===== config.mk =====
export PLATFORM = sky130hd
export DESIGN_NAME = stable_matching_seq_ctrl
export DESIGN_NICKNAME = d
export VERILOG_FILES = /design/src/rtl/stable_matching_pkg.sv /design/src/rtl/sm_rank_lookup.sv /design/src/rtl/stable_matching_seq_ctrl.sv
export SDC_FILE = /design/constraint.sdc
export NUM_CORES = 1
export LEC_CHECK = 0
export BUFFER_PORTS_ARGS = -buffer_cell sky130_fd_sc_hd__buf_4
export CORE_MARGIN = 2
export CORE_UTILIZATION = 25
export DETAILED_ROUTE_END_ITERATION = 8
export GPL_ROUTABILITY_DRIVEN = 0
export GPL_TIMING_DRIVEN = 0
export PLACE_DENSITY_LB_ADDON = 0.2
export SETUP_SLACK_MARGIN = 0.15
export SYNTH_ARGS = -nofsm -noshare
export SYNTH_HDL_FRONTEND = slang
export SYNTH_SLANG_ARGS = --single-unit

===== constraint.sdc =====
create_clock -name clk -period 6.17 [get_ports clk]
set_clock_uncertainty 0.15 [all_clocks]
set_input_delay 1.851 -clock clk [delete_from_list [all_inputs] [get_ports clk]]
set_output_delay 1.851 -clock clk [all_outputs]
set_load 0.02 [all_outputs]

===== src/rtl/stable_matching_pkg.sv =====
// Shared types, default sizes and index helpers for the stable-matching blocks.
// Latency: n/a (package only).
// Backpressure: n/a (package only).
package stable_matching_pkg;

    // Default geometry: proposers, receivers and preference-list lengths.
    localparam int S_DEF  = 3;
    localparam int R_DEF  = 3;
    localparam int KS_DEF = 2;
    localparam int KR_DEF = 2;

    // Ceiling log2 with a floor of one bit, so single-entry fields still get a wire.
    function automatic int log2(input int n);
        int w;
        w = 1;
        while ((1 << w) < n) begin
            w = w + 1;
        end
        return w;
    endfunction

    // LSB of proposer s, rank k inside the packed s_pref bus.
    function automatic int s_pref_lsb(input int s, input int k, input int ks, input int logr);
        return logr * (s * ks + k);
    endfunction

    // LSB of receiver r, rank k inside the packed r_pref bus.
    function automatic int r_pref_lsb(input int r, input int k, input int kr, input int logs);
        return logs * (r * kr + k);
    endfunction

    // Controller FSM: waiting for start, or issuing one proposal per clock.
    typedef enum logic {
        ST_IDLE = 1'b0,
        ST_RUN  = 1'b1
    } sm_state_e;

endpackage


===== src/rtl/sm_rank_lookup.sv =====
// Finds a proposer's rank in one receiver's preference list; absent means not found.
// Latency: combinational, zero cycles.
// Backpressure: none; pure function of its inputs.
module sm_rank_lookup
    import stable_matching_pkg::*;
#(
    parameter int  Kr    = KR_DEF,
    parameter int  S     = S_DEF,
    localparam int logS  = log2(S),
    localparam int logKr = log2(Kr)
) (
    input  logic [Kr*logS-1:0] pref_list,
    input  logic [logS-1:0]    s_idx,
    output logic               found,
    output logic [logKr-1:0]   rank
);

    // Scan from the least preferred end so the most preferred duplicate wins.
    always_comb begin
        found = 1'b0;
        rank  = '0;
        for (int k = Kr - 1; k >= 0; k--) begin
            if (pref_list[logS*k +: logS] == s_idx) begin
                found = 1'b1;
                rank  = logKr'(k);
            end
        end
    end

endmodule


===== src/rtl/stable_matching_seq_ctrl.sv =====
// Sequential Gale-Shapley scheduler: one proposal per clock from captured preference lists.
// Latency: done pulses P+1 cycles after the start-sampling edge for P proposals.
// Backpressure: start is ignored while busy; results hold in IDLE until the next accepted start.
module stable_matching_seq_ctrl
    import stable_matching_pkg::*;
#(
    parameter int  Kr    = KR_DEF,
    parameter int  Ks    = KS_DEF,
    parameter int  S     = S_DEF,
    parameter int  R     = R_DEF,
    localparam int logS  = log2(S),
    localparam int logR  = log2(R),
    localparam int logKs = log2(Ks),
    localparam int CNTW  = log2(S*Ks+1)
) (
    input  logic                  clk,
    input  logic                  rst,
    input  logic                  start,
    input  logic [S*Ks*logR-1:0]  s_pref,
    input  logic [R*Kr*logS-1:0]  r_pref,
    output logic                  busy,
    output logic                  done,
    output logic [R*logS-1:0]     match_list,
    output logic [R-1:0]          r_matched,
    output logic [S-1:0]          s_matched,
    output logic [CNTW-1:0]       proposal_cnt
);

    localparam int logKr = log2(Kr);
    // Pointer must be able to reach Ks itself ("list exhausted").
    localparam int PTRW  = logKs + 1;

    sm_state_e           state_q, state_d;
    logic                busy_q, busy_d;
    logic                done_q, done_d;
    logic [logS-1:0]     match_q [R];
    logic [logS-1:0]     match_d [R];
    logic [R-1:0]        rm_q, rm_d;
    logic [S-1:0]        sm_q, sm_d;
    logic [CNTW-1:0]     cnt_q, cnt_d;
    logic [PTRW-1:0]     ptr_q [S];
    logic [PTRW-1:0]     ptr_d [S];
    logic [logR-1:0]     sp_q [S][Ks];
    logic [logR-1:0]     sp_d [S][Ks];
    logic [Kr*logS-1:0]  rp_q [R];
    logic [Kr*logS-1:0]  rp_d [R];

    logic [logR-1:0]     sp_in [S][Ks];
    logic [Kr*logS-1:0]  rp_in [R];

    logic                sel_vld;
    logic [logS-1:0]     sel_s;
    logic [logR-1:0]     tgt;
    logic                tgt_ok;
    logic [logR-1:0]     tgt_idx;
    logic [logS-1:0]     holder;
    logic                p_found, h_found;
    logic [logKr-1:0]    p_rank, h_rank;
    logic                accept;

    // Unpack the input preference buses into per-member lists for capture.
    always_comb begin
        for (int s = 0; s < S; s++) begin
            for (int k = 0; k < Ks; k++) begin
                sp_in[s][k] = s_pref[s_pref_lsb(s, k, Ks, logR) +: logR];
            end
        end
        for (int r = 0; r < R; r++) begin
            rp_in[r] = r_pref[r_pref_lsb(r, 0, Kr, logS) +: Kr*logS];
        end
    end

    // Priority encoder: lowest-index free proposer that still has list entries left.
    always_comb begin
        sel_vld = 1'b0;
        sel_s   = '0;
        for (int s = S - 1; s >= 0; s--) begin
            if (!sm_q[s] && (int'(ptr_q[s]) < Ks)) begin
                sel_vld = 1'b1;
                sel_s   = logS'(s);
            end
        end
    end

    // Resolve the proposal target; out-of-range receivers are steered to entry 0 and gated off.
    always_comb begin
        tgt     = sel_vld ? sp_q[sel_s][ptr_q[sel_s][logKs-1:0]] : '0;
        tgt_ok  = sel_vld && (int'(tgt) < R);
        tgt_idx = tgt_ok ? tgt : '0;
        holder  = match_q[tgt_idx];
    end

    sm_rank_lookup #(
        .Kr (Kr),
        .S  (S)
    ) u_rank_prop (
        .pref_list (rp_q[tgt_idx]),
        .s_idx     (sel_s),
        .found     (p_found),
        .rank      (p_rank)
    );

    sm_rank_lookup #(
        .Kr (Kr),
        .S  (S)
    ) u_rank_hold (
        .pref_list (rp_q[tgt_idx]),
        .s_idx     (holder),
        .found     (h_found),
        .rank      (h_rank)
    );

    // Receiver takes the proposer if free, or if the proposer outranks the current holder.
    // A holder is always ranked (it was accepted), so !h_found only guards an unreachable case.
    always_comb begin
        accept = tgt_ok && p_found &&
                 (!rm_q[tgt_idx] || !h_found || (p_rank < h_rank));
    end

    // Next-state: capture on start in IDLE, one proposal per cycle in RUN, done when nobody can propose.
    always_comb begin
        state_d = state_q;
        busy_d  = busy_q;
        done_d  = 1'b0;
        match_d = match_q;
        rm_d    = rm_q;
        sm_d    = sm_q;
        cnt_d   = cnt_q;
        ptr_d   = ptr_q;
        sp_d    = sp_q;
        rp_d    = rp_q;
        unique case (state_q)
            ST_IDLE: begin
                if (start) begin
                    sp_d  = sp_in;
                    rp_d  = rp_in;
                    rm_d  = '0;
                    sm_d  = '0;
                    cnt_d = '0;
                    for (int r = 0; r < R; r++) begin
                        match_d[r] = '0;
                    end
                    for (int s = 0; s < S; s++) begin
                        ptr_d[s] = '0;
                    end
                    busy_d  = 1'b1;
                    state_d = ST_RUN;
                end
            end
            ST_RUN: begin
                if (!sel_vld) begin
                    busy_d  = 1'b0;
                    done_d  = 1'b1;
                    state_d = ST_IDLE;
                end else begin
                    ptr_d[sel_s] = ptr_q[sel_s] + PTRW'(1);
                    cnt_d        = cnt_q + CNTW'(1);
                    if (accept) begin
                        if (rm_q[tgt_idx]) begin
                            sm_d[holder] = 1'b0;
                        end
                        match_d[tgt_idx] = sel_s;
                        rm_d[tgt_idx]    = 1'b1;
                        sm_d[sel_s]      = 1'b1;
                    end
                end
            end
            default: begin
                state_d = ST_IDLE;
            end
        endcase
    end

    // State and result registers; reset aborts any run without a done pulse.
    always_ff @(posedge clk or negedge rst) begin
        if (!rst) begin
            state_q <= ST_IDLE;
            busy_q  <= 1'b0;
            done_q  <= 1'b0;
            rm_q    <= '0;
            sm_q    <= '0;
            cnt_q   <= '0;
            for (int r = 0; r < R; r++) begin
                match_q[r] <= '0;
                rp_q[r]    <= '0;
            end
            for (int s = 0; s < S; s++) begin
                ptr_q[s] <= '0;
                for (int k = 0; k < Ks; k++) begin
                    sp_q[s][k] <= '0;
                end
            end
        end else begin
            state_q <= state_d;
            busy_q  <= busy_d;
            done_q  <= done_d;
            match_q <= match_d;
            rm_q    <= rm_d;
            sm_q    <= sm_d;
            cnt_q   <= cnt_d;
            ptr_q   <= ptr_d;
            sp_q    <= sp_d;
            rp_q    <= rp_d;
        end
    end

    // Pack the per-receiver match registers onto the output bus.
    always_comb begin
        match_list = '0;
        for (int r = 0; r < R; r++) begin
            match_list[logS*r +: logS] = match_q[r];
        end
    end

    assign busy         = busy_q;
    assign done         = done_q;
    assign r_matched    = rm_q;
    assign s_matched    = sm_q;
    assign proposal_cnt = cnt_q;

endmodule


==> metrics.yaml <==
grt_pass1_wl_um: 11850
drt_iter0_drc: 89
critPathLaunchType: "flip-flop"
rows: 37
final_nets: 370
endpoint: "s_matched[0]"
rr_worst_depth: 12
post_cts_resized: 0
fin_util_pct: 31.09
ant_nets: 0
grt_max_degree: 49
viasPerCell: 4.630
wl_per_cell_um: 14.73
fp.dieH_um: 105.6
synth_edf_count: 0
grt_util_all_layers_pct: 13.50
drv_cap: 0
synthFlopType: "dfrtp_1"
critPathKind: "reg -> reg"
status: "finished clean"
clk_pin_slew_ns: 0.09
place_hpwl_um: 5270
fin_tns_setup_ns: 0
hold_viol: 0
critPathCaptureType: "flip-flop"
die_x_um: 105.6
setup_viol: 0
place_inst: 471
synth_cell_type_count: 53
numCtsBuffers: 5
crit_path_max_incr_delay_ns: 0.50
top_level_ports: 44
synthTopCellsByCount: "nand2_1, dfrtp_1, nor2_1"
drive_gt1_share_pct: 20.70
n_fill_cell: 1124
start_util_pct: 25.34
critPathArrivalTime_ns: 3.51
yosysWarnings: 0
clk_latency_ns: 0.30
cts_tree: "yes"
reg2reg_from: "ptr_q[2]"
fin_crit_sh_pct: 56.16
cts_root_buf: "clkbuf_8"
final_cells: 479
yosys.area.top_type_share_pct: 46.53
final_area_um2: 3167
r2r_slack_ns: 2.70
wl_um: 7056
synth_most_common_cell: "nand2_1"
cts_setup_buffers: 0
synthCells: 292
crit_fanout: 10
syn-cell-area_um2: 2581
cts_buffer_depth: 2
holdBufCountCts: 0
postSynthAreaPerCell_um2: 8.840
path_cells: "mux2_2, nand4_1, and3_1, clkbuf_1, o21ai_4, o221ai_2, xnor2_1, a41o_1, a31oi_4, buf_6, nand3b_1, a31o_1"
hold_depth: 2
antenna_found_initial: 0
io_buffers: 43
slew_headroom_pct: 49.72
ys_ff_latch: 48
fmax_mhz: 288.6
clock_sinks: 48
first_pass_iters: 4
gr-total-overflow: 0
worst_slew_pin_slew_ns: 0.7514
ys_seq_area_share_pct: 46.53
regArea_um2: 1201
required_ns: 6.22
coreArea_um2: 10180
num_antenna_cells: 0
crit_start: "ptr_q[2]"
route.vias.total: 2218
dieArea_um2: 11150
syn-num-nets: 320
area_growth_pct: 22.69
synth_area_leader_cell: "dfrtp_1"
synth.area.top_cells: "dfrtp_1, nand2_1, mux2i_1, nor2_1, nand3_1"
reg2reg_to: "s_matched[0]"
grt_pass1_vias: 2269
drc: 0
synthArstFlopShare_pct: 100.0
cpMaxStageDelayCell: "dfrtp_1"
hold_path_class: "reg -> reg"
rsz0062_at_grt: "false"
placed_cell_area_um2: 3074
period_minus_slack_ns: 3.465
finalMaxSlewViolations: 0
htreeDepth: 2
multi_input_area_um2: 1301
[metal layers]
| layer | GRT usage (%) | vias to the layer above | share of wire [%] |
|---|---|---|---|
| li1 | - | 1113 | - |
| met1 | 18.28 | 1042 | 48 |
| met2 | 21.98 | 51 | 46 |
| met3 | 2.474 | 12 | 4.4 |
| met4 | 4.041 | 0 | 2.0 |
| met5 | 0 | - | 0 |
[cell type report]
class / instances / area share (%)
Buffer: 10 / 1.659
Inverter: 7 / 0.8297
Clock inverter: 2 / 0.3161
Timing Repair Buffer: 43 / 10.19
Tap cell: 136 / 5.373
Clock buffer: 6 / 2.608
Sequential cell: 48 / 37.93
Multi-Input combinational cell: 227 / 41.09
[how the worst min path moves through the flow]
stage | start | end | slack (ns)
after floorplan | sp_q[11] | sp_q[11] | 0.29
after global placement | sp_q[11] | sp_q[11] | 0.31
after detailed placement | sp_q[9] | sp_q[9] | 0.32
after CTS | sp_q[9] | sp_q[9] | 0.34
after global routing | sp_q[9] | sp_q[9] | 0.36
final | sp_q[9] | sp_q[9] | 0.33
[critical path: cells and delay by family (launching register included)]
kind	cells	cell delay [ns]
DFF	1	0.50
muxes	1	0.40
buffers and inverters	2	0.53
AOI/OAI and AO/OA	5	1.26
and+or+nand+nor	3	0.39
xor gates and xnor gates	1	0.12
[logic make-up (layout without fill, tap and decap cells)]
kind of cell	count (synthesis)	count (layout)	share of synthesized area, %
adders and majority gates	1	1	0.4847
xor gates and xnor gates	5	5	1.696
and+or+nand+nor	149	149	24.48
AOI/OAI and AO/OA	60	60	18.81
DFF	48	48	46.53
muxes	12	12	4.944
buffers and inverters	17	68	3.054
[state kept, by name, indices dropped and copies added (netlist names)]
signal        flops
rp_q             12
state_q           1
proposal_cnt      3
r_matched         3
ptr_q             6
busy              1
sp_q             12
s_matched         3
match_list        6
done              1
[per-stage QoR]
stage                     hold WS [ns]  setup slack (ns)
final                           0.3304             2.705
after global routing            0.3592             2.438
after CTS                       0.3378             2.707
after detailed placement        0.3153             2.427
after global placement          0.3094             2.422
after floorplan                 0.2885             2.866
[placed cells by master, fill, tap and decap left out, drive strengths merged, types with 9 or more instances in the layout]
cell	n
clkbuf	14
nor2	21
nand2	95
o21ai	17
buf	45
a21oi	13
dfrtp	48
nand3	14
mux2i	9
Power is not shown: default switching activity piles up to over one toggle a cycle in this logic, so the estimate is an artifact.
